`src/rtl/cook_timer.sv`:
```
// Microwave cook timer: magnetron SR latch, keypad entry of a four-digit BCD
// time, and a prescaled one-second BCD countdown while cooking.
module cook_timer #(
  parameter int TICK_DIV = 100
) (
  input  logic       clk,
  input  logic       rst,
  input  logic       S,
  input  logic       R,
  input  logic       clear,
  input  logic       load,
  input  logic [3:0] digit,
  output logic       mag_on,
  output logic       timer_done,
  output logic [3:0] min_tens,
  output logic [3:0] min_ones,
  output logic [3:0] sec_tens,
  output logic [3:0] sec_ones
);

  localparam int PW = $clog2(TICK_DIV);
  localparam logic [PW-1:0] PRESC_LAST = PW'(TICK_DIV - 1);

  typedef struct packed {
    logic [3:0] mt;
    logic [3:0] mo;
    logic [3:0] st;
    logic [3:0] so;
  } bcd_time_t;

  bcd_time_t     time_q, time_d;
  logic [PW-1:0] presc_q, presc_d;
  logic          tick;

  // Borrow chain: ones -> tens -> minutes. Tens digits above 5 from keypad
  // entry are simply counted down, so 00:90 really lasts 90 seconds.
  function automatic bcd_time_t bcd_dec(input bcd_time_t t);
    bcd_time_t n;
    n = t;
    if (t != '0) begin
      if (t.so != 4'd0) begin
        n.so = t.so - 4'd1;
      end else begin
        n.so = 4'd9;
        if (t.st != 4'd0) begin
          n.st = t.st - 4'd1;
        end else begin
          n.st = 4'd5;
          if (t.mo != 4'd0) begin
            n.mo = t.mo - 4'd1;
          end else begin
            n.mo = 4'd9;
            n.mt = t.mt - 4'd1;
          end
        end
      end
    end
    return n;
  endfunction

  always_comb begin
    // NOTE: every signal assigned here gets a default first so no latch is inferred.
    presc_d = presc_q;
    time_d  = time_q;
    tick    = mag_on && (presc_q == PRESC_LAST);
    if (clear) begin
      presc_d = '0;
      time_d  = '0;
    end else begin
      // Prescaler freezes while paused so resuming keeps the partial second.
      if (mag_on) begin
        presc_d = tick ? '0 : presc_q + 1'b1;
      end
      if (tick) begin
        time_d = bcd_dec(time_q);
      end else if (load && !mag_on && (digit <= 4'd9)) begin
        time_d = '{mt: time_q.mo, mo: time_q.st, st: time_q.so, so: digit};
      end
    end
  end

  always_ff @(posedge clk or posedge rst) begin
    // NOTE: sequential state uses non-blocking assignments only.
    if (rst) begin
      mag_on     <= 1'b0;
      presc_q    <= '0;
      time_q     <= '0;
      timer_done <= 1'b1;
    end else begin
      if (R) begin
        mag_on <= 1'b0;
      end else if (S) begin
        mag_on <= 1'b1;
      end
      presc_q    <= presc_d;
      time_q     <= time_d;
      // Flags the digits as they stand now, so it lags the digits by one clock.
      timer_done <= (time_q == '0);
    end
  end

  assign min_tens = time_q.mt;
  assign min_ones = time_q.mo;
  assign sec_tens = time_q.st;
  assign sec_ones = time_q.so;

endmodule
```
`config.mk`:
```
export PLATFORM = sky130hd
export DESIGN_NAME = cook_timer
export DESIGN_NICKNAME = d
export VERILOG_FILES = /design/src/rtl/cook_timer.sv
export SDC_FILE = /design/constraint.sdc
export NUM_CORES = 1
export LEC_CHECK = 0
export ABC_AREA = 1
export CORE_MARGIN = 1
export CORE_UTILIZATION = 45
export CTS_CLUSTER_DIAMETER = 80
export DETAILED_ROUTE_END_ITERATION = 6
export HOLD_SLACK_MARGIN = 0.03
export PLACE_DENSITY = 0.67
export SETUP_SLACK_MARGIN = 0.1
export SLEW_MARGIN = 20
export SYNTH_ARGS = -nofsm -noshare
export SYNTH_HDL_FRONTEND = slang
export SYNTH_SLANG_ARGS = --single-unit
```
`constraint.sdc`:
```
create_clock -name clk -period 2 [get_ports clk]
set_input_delay 0.5 -clock clk [delete_from_list [all_inputs] [get_ports clk]]
set_output_delay 0.5 -clock clk [all_outputs]
set_load 0.01 [all_outputs]
```
==> impl_metrics.ini <==
[synthesis]
synthCells = 220
synth_top_area_share_pct = 36.4
synthesis.nets = 232
ys_ff_latch = 25
ys.flop_type = dfrtp_1
avgSynthCellArea_um2 = 7.49
synthTopCellsByArea = dfrtp_1 36%, nand2_1 15%, inv_1 6.4%, nor2_1 5.5%, o21ai_0 4.9%
ys_seq_area_share_pct = 38.0
yosysWarningCount = 0
async_reset_ff_share_pct = 100
syn-cell-area_um2 = 1650
yosysMostFrequentCell = nand2_1
synth_largest_area_cell = dfrtp_1
synth_edf_count = 0
synth_cell_types = 31
synth_common_cells = 66 x nand2_1, 28 x inv_1, 24 x dfrtp_1, 24 x nor2_1, 16 x o21ai_0

[sta]
setup_viol = 0
period_share_pct = 92.0
rsz0062_at_grt = true
clock_skew_ns = 0.00881
period_needed_ns = 1.84
tns_ns = 0
relSlewSlack_pct = 77.7
final_max_slew_viol_count = 0
hold_viol_final = 0
tightest_slew_ns = 0.331
max_freq_mhz = 544

[floorplanning]
rows = 21
die_y_um = 62.5
die_x_um = 62.5
die_area_um2 = 3910
core_area_um2 = 3420
start_util_pct = 48.2
ios = 28

[final_layout]
final_area_um2 = 2080
nNetsFinal = 271
utilization_pct = 60.9
fillers = 332
area_growth_pct = 26.2
num_antenna_cells = 0
drive_gt1_share_pct = 18.6
finalNonFillerCells = 304

[placement]
post-dp-hpwl_mm = 2.62
place.detailed.instances = 298
gp_congestion = 0.820
dpl_cell_area_um2 = 2000
portBuffers = 27

[global_routing]
grt_pass1_wl_mm = 6.21
grt_max_degree = 26
overflow = 0
antenna_found_initial = 0
grt_pass1_vias = 1387
grt_usage_pct = 19.9

[worst_setup_path]
critPathRequiredTime_ns = 1.50
rrSetupSlack_ns = 0.30
cpMaxStageDelayCell = clkdlybuf4s50_1
r2r_cells = 9
cpLargestDelayFamily = buffers and inverters
worstPathMaxFanout = 5
max_stage_delay_ns = 0.56
crit_chain = clkdlybuf4s50_1
worstReg2RegStart = min_ones[1]
path_depth = 1
cp-endpoint = sec_tens[2]
rr_endpoint = sec_tens[0]
cp.arrival_ns = 1.34
startpoint = sec_tens[2]
critPathCaptureType = output port
crit_type = flop to output port
worst_setup_path_start_kind = flop
path_buf_inv = 1

[outcome]
status = completed

[clock_network]
cts_tree = built
clk_path_buf_depth = 2
cts_buffers = 3
htree_num_levels = 1
clk_latency_ns = 0.34
clockRootBuffer = clkbuf_4
cts_sinks = 25
path_clk_slew_ns = 0.16
hold_buffers = 0

[min_path]
hp-class = input port to async pin

[route]
num_vias = 1471
drt_iter0_markers = 76
routedWlPerCell_um = 11.6
dr.pass1.iters = 6
viasPerCell = 4.84
drcViolationCount = 0
ant_nets = 0
wl_mm = 3.54

[pwr]
ir_worst_vdd_mv = 0.302
p_per_area_nw_per_um2 = 528
leakagePower_nw = 1.03

[job]
drv_cap = 0
stage by stage:
| step | hold slack [ns] | total power, mW | worst slack [ns] |
|---|---|---|---|
| floorplan | 0.475 | 0.741 | 0.453 |
| global placement | 0.486 | 0.854 | 0.0338 |
| detailed placement | 0.488 | 0.855 | 0.0331 |
| CTS | 0.507 | 1.10 | 0.101 |
| global route | 0.509 | 1.17 | 0.0982 |
| finish | 0.496 | 1.10 | 0.160 |
cell usage in the layout (no fill, tap or decap), types with 6 or more instances in the layout:
master / n
inv_1: 27
nand2_2: 6
buf_4: 9
nor2_1: 23
clkdlybuf4s50_1: 24
o21ai_0: 16
dfrtp_1: 20
nand3_1: 9
nand2_1: 65
sequential cells by signal, summed over array words and instances, names as in the netlist:
| signal | flops |
|---|---|
| timer_done | 1 |
| min_tens | 4 |
| sec_tens | 4 |
| mag_on | 1 |
| sec_ones | 4 |
| min_ones | 4 |
| presc_q | 7 |
layout make-up:
class	instances	area, µm²	share of cell area, %
clock buffer	3	22.5	1.08
clock inverter	1	7.51	0.361
inverter	30	113	5.42
multi-input combinational	162	882	42.4
sequential	25	632	30.4
tap	46	57.6	2.77
timing repair buffer	37	365	17.6
cells by family (layout without fill, tap and decap cells):
| kind of cell | Yosys count | after routing | synth area share [%] |
|---|---|---|---|
| buf+inv | 33 | 71 | 8.88 |
| fa+ha+maj | 2 | 2 | 1.52 |
| xor+xnor | 4 | 4 | 2.13 |
| compound gates | 30 | 30 | 10.7 |
| simple gates | 126 | 126 | 38.7 |
| flops | 25 | 25 | 38.0 |
per-layer routing:
layer	wire length, µm	share of wire (%)	global-route usage [%]	vias to the layer above
li1	-	-	-	779
met1	1830	52	27.7	666
met2	1570	44	31.9	22
met3	102	2.9	3.28	4
met4	29	0.82	5.23	0
met5	0	0	0	-
repair_timing:
item | in CTS | in global routing
setup endpoints to repair | 0 | 11
buffers inserted | 0 | 2
resized for setup | 0 | 11
power by group:
group	switching, mW	internal [mW]
sequential	0.0309	0.537
combinational	0.161	0.122
clock	0.171	0.0767
total	0.363	0.736
worst min-delay path by stage:
stage / from / cells past startpoint / slack (ns) / endpoint
after detailed placement: min_tens[3] / 2 / 0.49 / min_tens[3]
after global placement: min_tens[1] / 2 / 0.49 / min_tens[1]
after CTS: rst / 3 / 0.51 / sec_ones[3]
after floorplan: presc_q[1] / 2 / 0.48 / presc_q[1]
after global routing: rst / 3 / 0.51 / min_tens[2]
final: rst / 3 / 0.50 / min_tens[3]
Power figures use the tool's default switching activity.
